<file path="config.mk">
export PLATFORM = sky130hd
export DESIGN_NAME = regs_wb_ctrl
export DESIGN_NICKNAME = d
export VERILOG_FILES = /design/src/rtl/regs_wb_ctrl_pkg.sv /design/src/rtl/regs_scoreboard.sv /design/src/rtl/regs_wb_ctrl.sv
export SDC_FILE = /design/constraint.sdc
export NUM_CORES = 1
export LEC_CHECK = 0
export ABC_AREA = 1
export BUFFER_PORTS_ARGS = -buffer_cell sky130_fd_sc_hd__buf_2
export CORE_UTILIZATION = 41
export DETAILED_ROUTE_END_ITERATION = 6
export GPL_TIMING_DRIVEN = 1
export MAX_ROUTING_LAYER = met4
export PLACE_DENSITY_LB_ADDON = 0.25
export SLEW_MARGIN = 20
export SYNTH_ARGS = -nofsm -noshare
export SYNTH_HDL_FRONTEND = slang
export SYNTH_SLANG_ARGS = --single-unit
</file>
<file path="constraint.sdc">
create_clock -name clk -period 1.6 [get_ports clk]
set_input_delay 0 -clock clk [delete_from_list [all_inputs] [get_ports clk]]
set_output_delay 0 -clock clk [all_outputs]
set_load 0.1 [all_outputs]
</file>
<file path="src/rtl/regs_wb_ctrl_pkg.sv">
// ============================================================================
// Module      : regs_wb_ctrl_pkg
// Description : Shared widths and writeback source encoding for regs_wb_ctrl.
// Revision    : 1.0 - initial release
// ============================================================================
`default_nettype none

package regs_wb_ctrl_pkg;

    localparam int TAM        = 16;
    localparam int REG_ADDR_W = 4;
    localparam int NREG       = 16;
    localparam int STARVE_W   = 3;

    typedef enum logic [1:0] {
        SRC_NONE = 2'd0,
        SRC_ALU  = 2'd1,
        SRC_MEM  = 2'd2
    } src_e;

endpackage

`default_nettype wire

</file>
<file path="src/rtl/regs_scoreboard.sv">
// ============================================================================
// Module      : regs_scoreboard
// Description : Outstanding-load busy vector with issue-side hazard compare.
// Revision    : 1.0 - initial release
// ============================================================================
`default_nettype none

module regs_scoreboard
    import regs_wb_ctrl_pkg::*;
(
    input  logic                  clk,
    input  logic                  rst,
    input  logic                  chk_valid_i,
    input  logic                  set_req_i,
    input  logic [REG_ADDR_W-1:0] dst_i,
    input  logic [REG_ADDR_W-1:0] src1_i,
    input  logic [REG_ADDR_W-1:0] src2_i,
    input  logic                  clr_en_i,
    input  logic [REG_ADDR_W-1:0] clr_addr_i,
    output logic [NREG-1:0]       busy_o,
    output logic                  hazard_o
);

    logic [NREG-1:0] busy_q;
    logic [NREG-1:0] busy_d;
    logic            w_set_en;

    assign hazard_o = chk_valid_i & (busy_q[src1_i] | busy_q[src2_i] | busy_q[dst_i]);
    assign w_set_en = set_req_i & ~hazard_o & (dst_i != '0);
    assign busy_o   = busy_q;

    // Set is applied after clear so a same-register collision leaves it busy.
    always_comb begin
        busy_d = busy_q;
        if (clr_en_i) begin
            busy_d[clr_addr_i] = 1'b0;
        end
        if (w_set_en) begin
            busy_d[dst_i] = 1'b1;
        end
        busy_d[0] = 1'b0;
    end

    always_ff @(posedge clk or posedge rst) begin
        if (rst) begin
            busy_q <= '0;
        end else begin
            busy_q <= busy_d;
        end
    end

endmodule

`default_nettype wire

</file>
<file path="src/rtl/regs_wb_ctrl.sv">
// ============================================================================
// Module      : regs_wb_ctrl
// Description : Register-file write-port arbiter (ALU vs load) with scoreboard.
// Revision    : 1.0 - initial release
// ============================================================================
`default_nettype none

module regs_wb_ctrl #(
    parameter int TAM        = regs_wb_ctrl_pkg::TAM,
    parameter int STARVE_MAX = 2
) (
    input  logic                                  clk,
    input  logic                                  rst,
    input  logic                                  alu_valid,
    input  logic [regs_wb_ctrl_pkg::REG_ADDR_W-1:0] alu_addr,
    input  logic [TAM-1:0]                        alu_data,
    output logic                                  alu_ready,
    input  logic                                  mem_valid,
    input  logic [regs_wb_ctrl_pkg::REG_ADDR_W-1:0] mem_addr,
    input  logic [TAM-1:0]                        mem_data,
    output logic                                  mem_ready,
    input  logic                                  iss_valid,
    input  logic                                  iss_is_load,
    input  logic [regs_wb_ctrl_pkg::REG_ADDR_W-1:0] iss_dst,
    input  logic [regs_wb_ctrl_pkg::REG_ADDR_W-1:0] iss_src1,
    input  logic [regs_wb_ctrl_pkg::REG_ADDR_W-1:0] iss_src2,
    output logic                                  iss_hazard,
    output logic [regs_wb_ctrl_pkg::REG_ADDR_W-1:0] CORE_REG_RD,
    output logic [TAM-1:0]                        RD,
    output logic                                  write,
    output logic [regs_wb_ctrl_pkg::NREG-1:0]     busy
);

    import regs_wb_ctrl_pkg::*;

    localparam logic [STARVE_W-1:0] c_starve_max = STARVE_W'(STARVE_MAX);

    src_e                  w_src;
    logic [REG_ADDR_W-1:0] w_addr;
    logic [TAM-1:0]        w_data;
    logic                  w_wr;

    logic [STARVE_W-1:0]   starve_q;
    logic [STARVE_W-1:0]   starve_d;
    logic                  write_q;
    logic [REG_ADDR_W-1:0] addr_q;
    logic [TAM-1:0]        data_q;

    // Loads win ties so the scoreboard drains, unless the ALU has waited too long.
    always_comb begin
        w_src = SRC_NONE;
        if (alu_valid && (!mem_valid || starve_q == c_starve_max)) begin
            w_src = SRC_ALU;
        end else if (mem_valid) begin
            w_src = SRC_MEM;
        end
    end

    assign alu_ready = (w_src == SRC_ALU);
    assign mem_ready = (w_src == SRC_MEM);
    assign w_addr    = (w_src == SRC_MEM) ? mem_addr : alu_addr;
    assign w_data    = (w_src == SRC_MEM) ? mem_data : alu_data;
    assign w_wr      = (w_src != SRC_NONE) && (w_addr != '0);

    always_comb begin
        starve_d = '0;
        if (alu_valid && w_src == SRC_MEM) begin
            starve_d = (starve_q == c_starve_max) ? starve_q : starve_q + STARVE_W'(1);
        end
    end

    always_ff @(posedge clk or posedge rst) begin
        if (rst) begin
            starve_q <= '0;
            write_q  <= 1'b0;
            addr_q   <= '0;
            data_q   <= '0;
        end else begin
            starve_q <= starve_d;
            write_q  <= w_wr;
            if (w_wr) begin
                addr_q <= w_addr;
                data_q <= w_data;
            end
        end
    end

    assign write       = write_q;
    assign CORE_REG_RD = addr_q;
    assign RD          = data_q;

    regs_scoreboard u_scoreboard (
        .clk         (clk),
        .rst         (rst),
        .chk_valid_i (iss_valid),
        .set_req_i   (iss_valid & iss_is_load),
        .dst_i       (iss_dst),
        .src1_i      (iss_src1),
        .src2_i      (iss_src2),
        .clr_en_i    (mem_valid & mem_ready),
        .clr_addr_i  (mem_addr),
        .busy_o      (busy),
        .hazard_o    (iss_hazard)
    );

endmodule

`default_nettype wire

</file>
# == Word level (Yosys, flattened, before mapping) ==
# Index checks and enable logic that the tools add are counted.
# op_classes
n_eq_ne,4
n_lt_le_gt_ge,6
mux,18
reduce_logical,10
add_sub_neg,1
bitwise_logic,11
# ops
cell,n
$mux 16,3
$lt 4x5->1 const B,4
$and 16x16->16,1
$not 16->16,1
$or 16x16->16,1
$bmux 1 s4,3
$demux 1 s4,2
$ge 4x1->1 const B,2
$reduce_bool 4->1,2
$mux 3,2
$and 1x1->1,5
$logic_and 1x1->1,5
$mux 1,5
$mux 2,2
$mux 4,1
$add 3x1->3 const B,1
$eq 3x2->1 const B,1
$eq 2x1->1 const B,1
$eq 2x2->1 const B,1
$ne 2x2->1 const B,1
$or 1x1->1,2
$reduce_bool 2->1,1
$logic_not 1->1,1
$logic_or 1x1->1,1
$not 1->1,1
# totals
output_inout_bits,40
word_cells,55
regBits,39
in_bits,58

# == Logic depth before layout (Yosys ltp) ==
# depth
depth_word,9
mapped_depth,14
mapped_depth_nobuf,13

# == Hierarchy ==
# Synthesis repeated with hierarchy kept, for this count alone.
# hier_totals
cells_unflattened,410
hier_area_um2,2662.6
# by_module_without_submodules
module,area_per_inst_um2,n_inst,seq_area_each_um2,cells_each
regs_scoreboard,1337.5,1,375.4,231
regs_wb_ctrl,1325.0,1,600.6,179

# == Worst setup path after synthesis ==
# Ideal clock, no wire load.
# synth_timing
path_type,register to output
start,"register u_scoreboard.busy_q[12], in the netlist u_scoreboard.busy_o[12]"
end,output iss_hazard
t_required_ns,1.600
stages_incl_launch_ff,9
n_path_buf,0
path_slack_ns,-2.097
arrival_ns,3.697
path_cell_list,dfrtp_1 > inv_1 > nand2_1 > nand3_1 > nand3_1 > nand3_1 > nand2_1 > inv_1 > a21boi_0
# synth_between
elab_chain_len,5
word_cells_on_any_way,9
classes_between,mux: 6; bitwise: 3
# synth_rtl
item,line_no,source
"start, declared",regs_scoreboard.sv:24,logic [NREG-1:0] busy_q;
"start signal, assigned",regs_scoreboard.sv:48,busy_q <= busy_d;
$bmux 1 s4,regs_scoreboard.sv:28,assign hazard_o = chk_valid_i & (busy_q[src1_i] | busy_q[src2_i] | busy_q[dst_i]);
$mux 1 (not written as such),regs_scoreboard.sv:28,
$or 1x1->1,regs_scoreboard.sv:28,
$or 1x1->1 *,regs_scoreboard.sv:28,
$and 1x1->1 *,regs_scoreboard.sv:28,
"end, declared",regs_wb_ctrl.sv:27,"output logic iss_hazard,"
# Every way passes the cells marked *; elsewhere a longest branch is shown, timed or not. The select of a mux whose other input is x is not followed.

# == Worst setup path in the final report ==
# layout_timing
start,register starve_q[0]
end,"register data_q[7], in the netlist RD[7]"
# layout_between
elab_chain_len,8
word_cells_on_any_way,10
classes_between,eq/ne: 2; mux: 3; reduce/logical: 5
# layout_rtl
item,line_no,source
"start, declared",regs_wb_ctrl.sv:43,logic [STARVE_W-1:0] starve_q;
"start signal, assigned",regs_wb_ctrl.sv:79,starve_q <= starve_d;
$eq 3x2->1 *,regs_wb_ctrl.sv:52,if (alu_valid && (!mem_valid || starve_q == c_starve_max)) begin
$logic_or 1x1->1 *,regs_wb_ctrl.sv:52,
$logic_and 1x1->1 *,regs_wb_ctrl.sv:52,
$mux 2 *,regs_wb_ctrl.sv:52,
$eq 2x2->1,"regs_wb_ctrl.sv:61, regs_wb_ctrl.sv:62",
$mux 4,regs_wb_ctrl.sv:61,assign w_addr = (w_src == SRC_MEM) ? mem_addr : alu_addr;
$reduce_bool 4->1,regs_wb_ctrl.sv:63,assign w_wr = (w_src != SRC_NONE) && (w_addr != '0);
$logic_and 1x1->1,regs_wb_ctrl.sv:63,
"end signal, assigned",regs_wb_ctrl.sv:83,data_q <= w_data;
"end, declared",regs_wb_ctrl.sv:47,logic [TAM-1:0] data_q;
# Every way passes the cells marked *; elsewhere a longest branch is shown, timed or not.
# A chain may end at the register's enable or synchronous reset.

==> metrics.md <==
| Metric | Value |
|---|---|
| Reg2reg start | `starve_q[0]` |
| Worst slew pin tran | `between 0.6 and 0.7 ns` |
| Global-route wire length before repair | `approximately 13,000 um` |
| Peak supply drop | `0.761 mV` |
| Crit path top cell by count | `nand2_1` |
| Clock Sinks | `39` |
| Internal | `slightly above 2 mW` |
| Pin count of the biggest net entering global routing | `21` |
| Die width | `around 82 um` |
| Reg2Reg Setup Slack | `-0.12 ns` |
| Clock Skews | `0.00536 ns` |
| Post-DP HPWL | `between 5000 and 6000 um` |
| FP Rows | `28` |
| Final nets | `592` |
| DP Worst Slack | `-0.203 ns` |
| Clk pwr share | `between 15 and 20%` |
| Crit end category | `register` |
| Share of the clock period used by the worst path after layout | `107%` |
| Gate power share | `about 54%` |
| Routed length per instance | `between 10 and 15 um` |
| Post-synthesis sequential element count | `39` |
| Dominant synthesized flop cell | `dfrtp_1` |
| CTS buffer count | `5` |
| Placement-stage cell area | `~3400 um^2` |
| Clk slew on worst S/H paths | `0.08 ns` |
| CP max-delay cell | `dfrtp_1` |
| Worst Reg2Reg Path Length in Cells | `14` |
| Worst reg2reg path endpoint | `RD[7]` |
| WL final | `a little over 8000 um` |
| Yosys warnings | `0` |
| Worst EP arrival | `1.91 ns` |
| HP Class | `in -> reg` |
| RD Place Congestion | `~0.88` |
| Boundary Pins | `98` |
| Net switching power | `roughly 2.3 mW` |
| Critical path class | `reg -> reg` |
| Worst path cell trace | `inv_1 > ha_2 > nand2_2 > nand2_2 > nand2_4 > nand2_4 > buf_6 > inv_8 > buf_12 > clkbuf_16 > nand2_1 > nand2_1 > nand3_1 > nand2_1` |
| Most frequent cell after synthesis | `nand2_1` |
| Inserted Diodes | `0` |
| Critical Path RT | `about 1.8 ns` |
| Leakage | `2.22 nW` |
| Hold_sp | `alu_valid` |
| Sequential-to-total area share from yosys stat | `a little under two fifths` |
| Layout cell share with drive strength beyond 1 | `about 48%` |
| Synth cell types | `24` |
| Final Instance Area | `just over 4000 um^2` |
| Post-Syn Area per Cell | `approximately 6.4 um^2` |
| Slowest stage delay, CP | `0.38 ns` |
| Seq pwr share | `slightly above 30%` |
| Layout Utilization | `roughly two thirds` |
| Post-Syn Area | `2620 um^2` |
| Largest cells by area after synthesis | `dfrtp_1 37%, nand2_1 26%, nand3_1 9.5%, inv_1 5.0%, nor2_1 4.4%` |
| Final WS setup | `-0.117 ns` |
| Tmin final | `1.72 ns` |
| Power per cell area | `between 1000 and 1500 nW/um^2` |
| Core ar. | `a little over 6000 um^2` |
| Clk_lat worst skew | `roughly 0.29 ns` |
| Final setup vio count | `37` |
| Initial DRC count | `237` |
| Max Clk Rate | `0.583 GHz` |
| Final hold vios | `0` |
| RSZ-0062 raised after global routing | `true` |
| Failing checks | `negative setup slack` |
| Gr usage total | `about a quarter` |
| Root Driver | `clkbuf_8` |
| Ys async rst share | `100%` |
| First-pass DRT Iterations | `5` |
| Die height | `~82 um` |
| H-tree levels | `2` |
| CTS Buffer Depth | `2` |
| Most instantiated cells after synthesis | `185 x nand2_1, 50 x nand3_1, 39 x dfrtp_1, 35 x inv_1, 31 x nor2_1` |
| Initial antenna violation count | `0` |
| Worst hold stages | `3` |
| Avg Vias per Cell | `between 5 and 6` |
| Net Count, Synth | `between 400 and 500` |
| Yosys top cell by area | `dfrtp_1` |
| TritonCTS clock tree | `yes` |
| Cells after Synth | `just over 400` |
| Max Slew Vio Count | `0` |
| Max-cap violations | `0` |
| Die area | `approximately 6700 um^2` |
| Synth-to-layout area growth | `53.8%` |
| Synth top area share | `between 30% and 40%` |
| Port Buf Inserts | `96` |
| CP Buf/Inv Count | `5` |
| Crit path launch type | `register` |
| # DRC | `0` |
| Hold EP | `starve_q[2]` |
| Number of synthesized flops with an enable pin | `0` |
| Status | `complete, but fails checks` |
| Sw Ratio | `roughly 53%` |
| CP Max Fanout | `7` |
| Vias in the first global route | `about 2.8k` |
| DR vias | `between 3k and 4k` |
| Family with the most delay on the worst path | `simple AND/OR/NAND/NOR gates` |
| Post-DRT Antenna Nets | `0` |
| Worst slew margin | `between 50% and 60%` |
| Overflow after GRT | `0` |
| Initial Util | `43.2%` |
[per-layer routing]
metal  up-vias  GRT usage (%)  share of wire [%]
met4         0           5.61                1.3
li1       1532              -                  -
met3        15           4.11                5.8
met1      1406           31.8                 43
met2       127           41.8                 50
met5         -              -                  0
[area by class of cell]
type / instances / area [um^2]
fill: 533 / 2030
clock inverter: 2 / 13.8
inverter: 39 / 159
multi-input combinational: 314 / 1730
tap: 75 / 93.8
sequential: 39 / 1030
clock buffer: 6 / 72.6
timing repair buffer: 133 / 927
[kinds of logic after synthesis]
| logic type | Yosys count | synth area share (%) |
|---|---|---|
| fa+ha+maj | 2 | 0.955 |
| other cells | 1 | 0.143 |
| buf+inv | 57 | 10.5 |
| flops | 39 | 37.2 |
| xor+xnor | 1 | 0.334 |
| compound gates | 21 | 4.49 |
| simple gates | 288 | 46.4 |
[sequential cells by signal (all words and copies together) (netlist names)]
name,cells
CORE_REG_RD,4
u_scoreboard.busy_o,15
write,1
RD,16
starve_q,3
[worst max path at each step]
stage	start	to	slack (ns)	cells after the start
2_1_floorplan	u_scoreboard.busy_o[15]	iss_hazard	-0.06	10
5_1_grt	starve_q[0]	RD[6]	-0.23	14
3_5_place_dp	starve_q[0]	RD[6]	-0.20	13
3_3_place_gp	starve_q[0]	RD[10]	-0.11	13
6_report	starve_q[0]	RD[7]	-0.12	14
4_1_cts	starve_q[0]	CORE_REG_RD[3]	-0.11	14
[worst reg2reg max path, cell delays in order (launching register included)]
cell and delay (ns):
dfrtp_1 0.38, inv_1 0.06, ha_2 0.16, nand2_2 0.05
nand2_2 0.08, nand2_4 0.07, nand2_4 0.11, buf_6 0.13
inv_8 0.04, buf_12 0.13, clkbuf_16 0.17, nand2_1 0.06
nand2_1 0.05, nand3_1 0.08, nand2_1 0.05
[power by group through the flow]
stage                     combinational, mW  sequential [mW]  clock [mW]
after detailed placement               2.10             1.35           0
after global placement                 2.08             1.35           0
after CTS                              2.18             1.33       0.673
after global routing                   2.51             1.37       0.731
after floorplan                       0.606             2.40           0
final                                  2.37             1.35       0.670
[placed cells by master, fill, tap and decap left out, types with 4 or more instances in the layout]
cell,instances
buf_12,7
buf_2,93
buf_4,23
buf_6,5
clkbuf_8,5
dfrtp_1,24
dfrtp_4,15
inv_1,25
inv_2,12
nand2_1,130
nand2_2,47
nand2_4,10
nand3_1,34
nand3_2,17
nand4_1,15
nor2_1,31
o21ai_0,5
o21ai_1,4
o21ai_2,6
[what timing repair did]
action / CTS / global route
endpoints found under the hold margin: 15 / 0
pin swaps: 7 / 28
endpoints found under the setup margin: 36 / 42
gates resized for setup: 30 / 70
gates cloned: 1 / 3
buffers inserted: 8 / 8
hold buffers: 1 / 0
[through the flow]
step / power (mW) / setup TNS [ns] / hold slack, ns / cells
floorplan: 3.01 / -0.972 / 0.139 / 409
global placement: 3.43 / -2.51 / 0.113 / 579
detailed placement: 3.45 / -4.46 / 0.121 / 579
CTS: 4.19 / -2.15 / 0.00555 / 597
global route: 4.60 / -6.27 / 0.0261 / 608
finish: 4.39 / -2.47 / 0.0188 / 608
Note: power is estimated with default switching activity, not from simulation.
